$ cat src/rtl/card_timer_scheduler.sv
// card_timer_scheduler: round-robin grant of one shared hold-window timer,
// latching a free-running 1..13 card value at each grant.
module card_timer_scheduler #(
    parameter int N_REQ      = 3,
    parameter int TICK_DIV   = 25000,
    parameter int HOLD_TICKS = 4000,
    parameter int COUNT_W    = 12
) (
    input  logic               clk_50M,
    input  logic               i_Reset,
    input  logic [N_REQ-1:0]   i_Req,
    output logic [N_REQ-1:0]   o_Grant,
    output logic [N_REQ-1:0]   o_Done,
    output logic               o_Busy,
    output logic [3:0]         o_Card,
    output logic [COUNT_W-1:0] o_Count
);
    localparam int IDX_W = N_REQ > 1 ? $clog2(N_REQ) : 1;
    localparam int PRE_W = TICK_DIV > 1 ? $clog2(TICK_DIV) : 1;
    typedef enum logic [1:0] {IDLE, WAIT, DONE} state_t;
    state_t state, state_n;
    logic [IDX_W-1:0] idx, idx_n, rr, rr_n, rr_next, off, pick;
    logic [IDX_W:0] sum;
    logic [N_REQ-1:0] rot, idx_hot;
    logic [PRE_W-1:0] pre, pre_n;
    logic [COUNT_W-1:0] count_n;
    logic [3:0] card_n, r_rand;
    logic found, tick, last;

    assign idx_hot = N_REQ'(1) << idx;
    assign o_Grant = state == WAIT ? idx_hot : '0;
    assign o_Done  = state == DONE ? idx_hot : '0;
    assign o_Busy  = state != IDLE;
    assign rr_next = idx == IDX_W'(N_REQ - 1) ? '0 : idx + 1'b1;

    // Rotate requests so bit 0 is the round-robin pointer, then un-rotate the winner.
    always_comb begin
        rot = N_REQ'({i_Req, i_Req} >> rr);
        off = '0;
        for (int k = N_REQ - 1; k >= 0; k--)
            if (rot[k]) off = IDX_W'(k);
        found = |i_Req;
        sum = {1'b0, rr} + {1'b0, off};
        pick = sum >= (IDX_W + 1)'(N_REQ) ? IDX_W'(sum - (IDX_W + 1)'(N_REQ)) : IDX_W'(sum);
    end

    always_comb begin
        state_n = state;
        idx_n = idx;
        rr_n = rr;
        pre_n = pre;
        count_n = o_Count;
        card_n = o_Card;
        tick = pre == PRE_W'(TICK_DIV - 1);
        last = o_Count == COUNT_W'(HOLD_TICKS - 1);
        case (state)
            IDLE: if (found) begin
                state_n = WAIT;
                idx_n = pick;
                card_n = r_rand;
                count_n = '0;
                pre_n = '0;
            end
            WAIT: if (!i_Req[idx]) begin
                state_n = IDLE;
                rr_n = rr_next;
            end else begin
                pre_n = tick ? '0 : pre + 1'b1;
                if (tick && last) state_n = DONE;
                else if (tick) count_n = o_Count + 1'b1;
            end
            DONE: begin
                state_n = IDLE;
                rr_n = rr_next;
            end
            default: state_n = IDLE;
        endcase
    end

    always_ff @(posedge clk_50M or posedge i_Reset) begin
        if (i_Reset) begin
            state <= IDLE;
            idx <= '0;
            rr <= '0;
            pre <= '0;
            o_Count <= '0;
            o_Card <= '0;
            r_rand <= 4'd1;
        end else begin
            state <= state_n;
            idx <= idx_n;
            rr <= rr_n;
            pre <= pre_n;
            o_Count <= count_n;
            o_Card <= card_n;
            r_rand <= r_rand == 4'd13 ? 4'd1 : r_rand + 4'd1;
        end
    end
endmodule

$ cat config.mk
export PLATFORM = sky130hd
export DESIGN_NAME = card_timer_scheduler
export DESIGN_NICKNAME = d
export VERILOG_FILES = /design/src/rtl/card_timer_scheduler.sv
export SDC_FILE = /design/constraint.sdc
export NUM_CORES = 1
export LEC_CHECK = 0
export CAP_MARGIN = 40
export CORE_UTILIZATION = 50
export DETAILED_ROUTE_END_ITERATION = 10
export GPL_TIMING_DRIVEN = 0
export PLACE_DENSITY = 0.8
export SETUP_SLACK_MARGIN = 0.02
export SLEW_MARGIN = 30
export SYNTH_ARGS = -nofsm -noshare
export SYNTH_HDL_FRONTEND = slang
export SYNTH_SLANG_ARGS = --single-unit
export TNS_END_PERCENT = 50
$ cat constraint.sdc
create_clock -name clk_50M -period 2.45 [get_ports clk_50M]
set_clock_uncertainty 0.15 [all_clocks]
set_input_delay 0.245 -clock clk_50M [delete_from_list [all_inputs] [get_ports clk_50M]]
set_output_delay 0.245 -clock clk_50M [all_outputs]
set_load 0.02 [all_outputs]
==> qor.yml, run 1 <==
synth:
  ys_seq_area_share_pct: 43.39
  syn_area_um2: 2367
  avgSynthCellArea_um2: 9.001
  yosysTopAreaCell: "dfrtp_1"
  synth_seq_cells: 41
  synthesis.nets: 273
  synth_area_leaders: "dfrtp_1 (42%), nand2_1 (6.0%), o21ai_0 (4.2%)"
  synth_cells: 263
  synth_top_flop_cell: "dfrtp_1"
  synth_edf_count: 0
  postSynth.asyncResetShare_pct: 100.0
  yosysWarnings: 0
  synth_top_cell_area_share_pct: 42.28
  synth.distinct_cells: 55
sta:
  final-max-slew-violation-count: 0
  fin_crit_sh_pct: 106.3
  setup_viol: 2
  worst_pin_slew_ns: 0.5399
  hold_violations: 0
  timing.final.ws_setup_ns: -0.1548
  rsz0062_at_grt: "true"
  clock.fmax_ghz: 0.3839
  relSlewSlack_pct: 64.01
  post-route-min-period_ns: 2.605
grt:
  grt_max_degree: 31
  antenna_found_initial: 0
  grtUsageTotal_pct: 22.42
  grt_pass1_vias: 2157
  grt_pass1_wl_um: 9190
  overflow: 0
power_and_ir_drop:
  combinationalPowerShare_pct: 48.2
  power_mw: 2.594
  seqPwrFrac_pct: 33.3
  irDropWorstVdd_mv: 0.3702
  p_sw_mw: 1.044
  clkPwrFrac_pct: 18.5
  p_per_area_nw_per_um2: 900.1
  static-leakage-power_nw: 1.219
  p_int_mw: 1.550
  sw_frac_of_total_pct: 40.24
setup_path:
  path_common_cell: "ha_2"
  reg2reg_slack_ns: -0.15
  critPathBufInv: 2
  regToRegEndpoint: "idx[0]"
  required_ns: 2.53
  cp_slowest_stage_delay_ns: 0.51
  rr_startpoint: "rr[0]"
  criticalPathCategory: "reg2reg"
  cp_top_family: "adder cells"
  crit_arrival_ns: 2.69
  slowest_stage: "fa_1"
  rr_worst_depth: 12
  worstPathCellList: "nand2b_4 -> o21ai_1 -> nor2_1 -> a21oi_1 -> ha_2 -> inv_2 -> fa_1 -> inv_1 -> ha_2 -> nand3b_1 -> a211oi_2 -> a21o_1"
  crit_fanout: 3
  startpoint_type: "flop"
  end_kind: "flop"
clocking:
  cts_tree: "done"
  clock_sinks: 41
  ctsHoldBuffers: 0
  insertion_delay_ns: 0.29
  clk_pin_slew_ns: 0.08
  clock-root-buffer: "clkbuf_8"
  cts_buffers: 5
  ctsLongestPathBuffers: 2
  htreeDepth: 2
floorplanning:
  die_h_um: 70.81
  start_util_pct: 53.27
  die_area_um2: 5013
  io_pins: 28
  coreArea_um2: 4444
  rows: 24
  die_width_um: 70.81
drt:
  initialDrtViolationCount: 137
  avgViaCountPerCell: 5.986
  firstDrtPassIters: 6
  wl_per_cell_um: 14.54
  post-route-drc-count: 0
  wl_um: 5134
  drtAntennaViolNets: 0
  vias: 2113
cells_and_area:
  final_cell_mix: "dfrtp_1 (39), nand2_1 (37), clkdlybuf4s50_1 (25)"
  antenna_cells: 0
  stdcell_count: 353
  drive_gt1_share_pct: 13.29
  area_growth_syn_to_layout_pct: 21.72
  final_nets: 310
  layout_commonest_cell: "dfrtp_1"
run:
  cap_violations: 0
hold_path:
  hold_class: "in2async"
status:
  outcome: "complete, but fails checks"
  violations: "setup timing"
placed_design:
  portBuffers: 27
  dp_hpwl_um: 3604
  dp_cells: 343
  place.gp.congestion: 0.8253
[kinds of logic after synthesis]
kind of cell	count (synthesis)	synth area share, %
AO/OA/AOI/OAI	63	16.97
XOR/XNOR	3	1.110
adder cells (fa/ha/maj)	5	2.960
buffers and inverters	15	3.383
flip-flops	41	43.39
multiplexers	3	1.321
AND/OR/NAND/NOR	133	30.87
[power groups by stage]
stage                     sequential, mW  clock (mW)  combinational [mW]
after floorplan                    0.894           0               0.772
final                              0.863       0.480                1.25
after global routing               0.879       0.517                1.39
after CTS                          0.862       0.488                1.23
after detailed placement           0.880           0                1.15
after global placement             0.872           0                1.10
[through the flow]
stage / worst slack [ns] / hold slack [ns] / utilization (%) / TNS (ns) / instance area, um^2
3_5_place_dp: -0.5340 / 0.3123 / 61.54 / -2.183 / 2735
6_report: -0.1548 / 0.06041 / 64.84 / -0.2572 / 2882
2_1_floorplan: 0.02817 / 0.3072 / - / 0 / 2380
3_3_place_gp: -0.4856 / 0.3113 / 61.09 / -1.786 / 2715
5_1_grt: -0.2829 / 0.1053 / 64.84 / -0.8643 / 2882
4_1_cts: -0.1045 / 0.07449 / 64.67 / -0.1821 / 2874
[state kept, by name, summed over array words and instances (netlist names)]
register,count
o_Count,12
o_Card,4
state,2
idx,2
pre,15
r_rand,4
rr,2
[worst max path at each step]
| stage | startpoint | depth (start not counted) | slack [ns] | endpoint |
|---|---|---|---|---|
| 2_1_floorplan | rr[0] | 12 | 0.03 | idx[0] |
| 3_3_place_gp | i_Req[1] | 13 | -0.49 | idx[0] |
| 3_5_place_dp | i_Req[1] | 13 | -0.53 | idx[0] |
| 4_1_cts | rr[0] | 12 | -0.10 | idx[0] |
| 5_1_grt | rr[0] | 13 | -0.28 | idx[0] |
| 6_report | rr[0] | 12 | -0.15 | idx[0] |
[cells in the mapped netlist (3+ instances only)]
master,n
nand4_1,7
buf_2,4
inv_1,5
nand2_1,38
nand2b_1,8
buf_4,3
nand4b_1,3
nand3_1,10
a21oi_1,18
nand3b_1,3
and3_1,5
o31ai_1,3
o21ai_0,20
a211o_1,3
nor3_1,9
or3_1,6
ha_1,4
nor2_1,22
a22o_1,3
dfrtp_1,40
[area by class of cell]
class | count | area, um^2
Multi-Input combinational cell | 207 | 1291
Inverter | 5 | 18.77
Clock buffer | 7 | 96.34
Timing Repair Buffer | 30 | 315.3
Clock inverter | 1 | 5.005
Buffer | 10 | 61.31
Tap cell | 52 | 65.06
Sequential cell | 41 | 1028
Fill cell | 387 | 1563
[metal layers]
metal	track usage, %	part of all wire, %	up-vias
met5	0	0	-
met4	5.556	0.74	0
met3	3.989	4.6	4
met2	39.96	48	53
met1	28.36	47	1027
li1	-	-	1029
[what timing repair did]
action / 4_1_cts / 5_1_grt
gates resized for setup: 6 / 5
gates cloned: 0 / 0
setup buffers: 2 / 0
endpoints found under the setup margin: 2 / 10
(Power assumes the default switching activity.)
==> inputs of run 2 (changes only) <==
- ABC_AREA: not set -> 1
- CORE_UTILIZATION: 50 -> 52
- PLACE_DENSITY: 0.8 -> 0.82
- TNS_END_PERCENT: 50 -> not set
==> run 2 against run 1 <==
Net effect:
- the run still ends with setup timing left
- hold slack worse by 0.014 ns
- sequential share of layout area fell by 4.1 points
- utilization rose by 1.8 points
==> qor.yml, run 2 <==
sta:
  post-route-min-period_ns: 2.707  # +0.1021 ns
  setup_viol: 2  # unchanged
  clock.fmax_ghz: 0.3694  # -3.8%
  fin_crit_sh_pct: 110.5  # +4.2 points
  timing.final.ws_setup_ns: -0.2569  # -0.1021 ns
  final-max-slew-violation-count: 0  # unchanged
  worst_pin_slew_ns: 0.3801  # -0.1597 ns
  hold_violations: 0  # unchanged
  rsz0062_at_grt: "true"
  tns_ns: -0.4870  # -0.2298 ns
  relSlewSlack_pct: 74.56  # +11 points
  timing.hold.ws_ns: 0.04659  # -0.01383 ns
cells_and_area:
  area_growth_syn_to_layout_pct: 19.33
  largest_reg_flops: 15  # unchanged
  antenna_cells: 0  # unchanged
  reg.largest.list: "pre: 15 flops, o_Count: 12 flops"
  layout_commonest_cell: "nand2_1"
  drive_gt1_share_pct: 12.84  # -0.44 points
  final_cell_mix: "nand2_1 (122), nor2_1 (58), inv_1 (45)"
  regMostFlops: "pre"
  final_nets: 445  # +44%
setup_path:
  reg2reg_slack_ns: -0.26  # -0.10 ns
  required_ns: 2.49  # -0.04 ns
  rr_worst_depth: 14  # +2
  criticalPathCategory: "reg2reg"
  rr_startpoint: "rr[0]"
  startpoint_type: "flop"
  crit_fanout: 8  # +5
  end_kind: "flop"
  regToRegEndpoint: "idx[0]"
  crit_arrival_ns: 2.75  # +0.06 ns
drt:
  vias: 2602  # +23%
  initialDrtViolationCount: 201  # +47%
  drtAntennaViolNets: 0  # unchanged
  firstDrtPassIters: 4  # -2
  post-route-drc-count: 0  # unchanged
  wl_um: 6049  # +18%
  avgViaCountPerCell: 5.173  # -14%
  wl_per_cell_um: 12.03  # -17%
synth:
  synthesis.nets: 404  # +48%
  synth_edf_count: 0  # unchanged
  synth_seq_cells: 41  # unchanged
  synth.distinct_cells: 34  # -38%
  ys_top_cells_by_count: "nand2_1 (124), nor2_1 (59), inv_1 (49)"
  yosysWarnings: 0  # unchanged
  syn_area_um2: 2725  # +15%
  synth_top_cell_area_share_pct: 36.73  # -5.6 points
  postSynth.asyncResetShare_pct: 100.0  # unchanged
  synth_area_leaders: "dfrtp_1 (37%), nand2_1 (17%), nor2_1 (8.1%)"
  yosysTopAreaCell: "dfrtp_1"
  yosysMostFrequentCell: "nand2_1"
  synth_cells: 394  # +50%
  ys_seq_area_share_pct: 37.70  # -5.7 points
  avgSynthCellArea_um2: 6.917  # -23%
  synth_top_flop_cell: "dfrtp_1"
status:
  outcome: "complete, but fails checks"
  violations: "setup timing"
clocking:
  clk_pin_slew_ns: 0.09  # about the same
  cts_tree: "done"
  clock-root-buffer: "clkbuf_8"
  htreeDepth: 2  # unchanged
  ctsHoldBuffers: 0  # unchanged
  cts_buffers: 5  # unchanged
  ctsLongestPathBuffers: 2  # unchanged
  clock_sinks: 41  # unchanged
  insertion_delay_ns: 0.30  # about the same
floorplanning:
  start_util_pct: 55.85  # +2.6 points
  io_pins: 28  # unchanged
  die_h_um: 74.39  # +5.1%
  coreArea_um2: 4880  # +9.8%
  die_width_um: 74.39  # +5.1%
  die_area_um2: 5534  # +10%
  rows: 25  # +4.2%
grt:
  grt_pass1_vias: 2385  # +11%
  grtUsageTotal_pct: 23.77  # +1.4 points
  overflow: 0  # unchanged
  antenna_found_initial: 0  # unchanged
  grt_pass1_wl_um: 10160  # +11%
  grt_max_degree: 31  # unchanged
placed_design:
  portBuffers: 27  # unchanged
  place.gp.congestion: 0.9143  # +11%
  dp_hpwl_um: 4418  # +23%
  place_ws_ns: -0.5690  # -0.03501 ns
hold_path:
  hold_class: "in2async"
power_and_ir_drop:
  p_per_area_nw_per_um2: 872.6  # -3.1%
  static-leakage-power_nw: 1.565  # +28%
  irDropWorstVdd_mv: 0.5289  # +43%
run:
  cap_violations: 0  # unchanged
[run 2: cell count changes after synthesis, moves of 8 or more]
cell	delta
a21oi_1	-13
nand2b_1	-8
nor2_1	+37
nand2_1	+86
inv_1	+44
nand3_1	+26
[run 2: power by group]
group	switching, mW	internal, mW
Combinational	0.907	0.599
Clock	0.244	0.197
Sequential	0.105	0.786
Total	1.26	1.58
[run 2: final cells by class]
class	count	area (um^2)
clock buffers	5	68.82
clock inverters	3	17.52
repair buffers	34	330.3
plain buffers	7	62.56
flip-flops and latches	41	1028
multi-input cells	293	1459
well taps	67	83.83
fillers	432	1628
inverters	53	201.4
[run 2: timing repair]
action                     CTS  global route
setup endpoints to repair    5             2
buffers inserted             4             2
pin swaps                    2             7
resized for setup           16             6
[run 2: worst max path at each step]
stage / endpoint / cells after the start / slack [ns] / startpoint
floorplan: idx[0] / 14 / 0.02 / rr[0]
global placement: idx[0] / 16 / -0.45 / i_Req[2]
detailed placement: idx[1] / 17 / -0.57 / i_Req[2]
CTS: idx[0] / 14 / -0.18 / rr[0]
global route: idx[1] / 15 / -0.44 / rr[0]
finish: idx[0] / 14 / -0.26 / rr[0]
[run 2: logic make-up after synthesis]
group	after synthesis	share of synthesized area [%]
xor gates and xnor gates	7	2.250
buffers and inverters	60	9.641
adders and majority gates	5	2.571
DFF	41	37.70
muxes	1	0.3673
AOI/OAI and AO/OA	28	5.326
and+or+nand+nor	252	42.15
[run 2: per-stage QoR]
step	std cells	power, mW	instance area (um^2)	utilization, %
after global routing	503	3.048	3252	66.64
final	503	2.838	3252	66.64
after global placement	488	2.168	3079	63.10
after floorplan	394	1.817	2725	-
after CTS	501	2.779	3224	66.08
after detailed placement	489	2.220	3099	63.51
[run 2: critical path: stages, from the launching register on]
cell	delay [ns]
dfrtp_2	0.48
nand2_2	0.10
o21ai_2	0.07
o21ai_2	0.16
inv_1	0.06
nor2_2	0.09
ha_2	0.18
inv_2	0.04
fa_1	0.56
inv_2	0.06
ha_2	0.16
nand3b_1	0.21
xor2_1	0.17
nand2_1	0.06
o21ai_1	0.05
[run 2: metal layers]
layer  part of all wire, %  GRT usage (%)  vias up
met5                     0              0        -
met4                   1.4          8.595        0
met3                   3.3          4.201       10
met2                    50          41.34       63
met1                    46          29.53     1217
li1                      -              -     1312
==> inputs of run 3 (changes only) <==
- CTS_CLUSTER_DIAMETER: not set -> 50
==> results of run 3 <==
The final DEF is identical to that of run 2; final timing and power are the same.
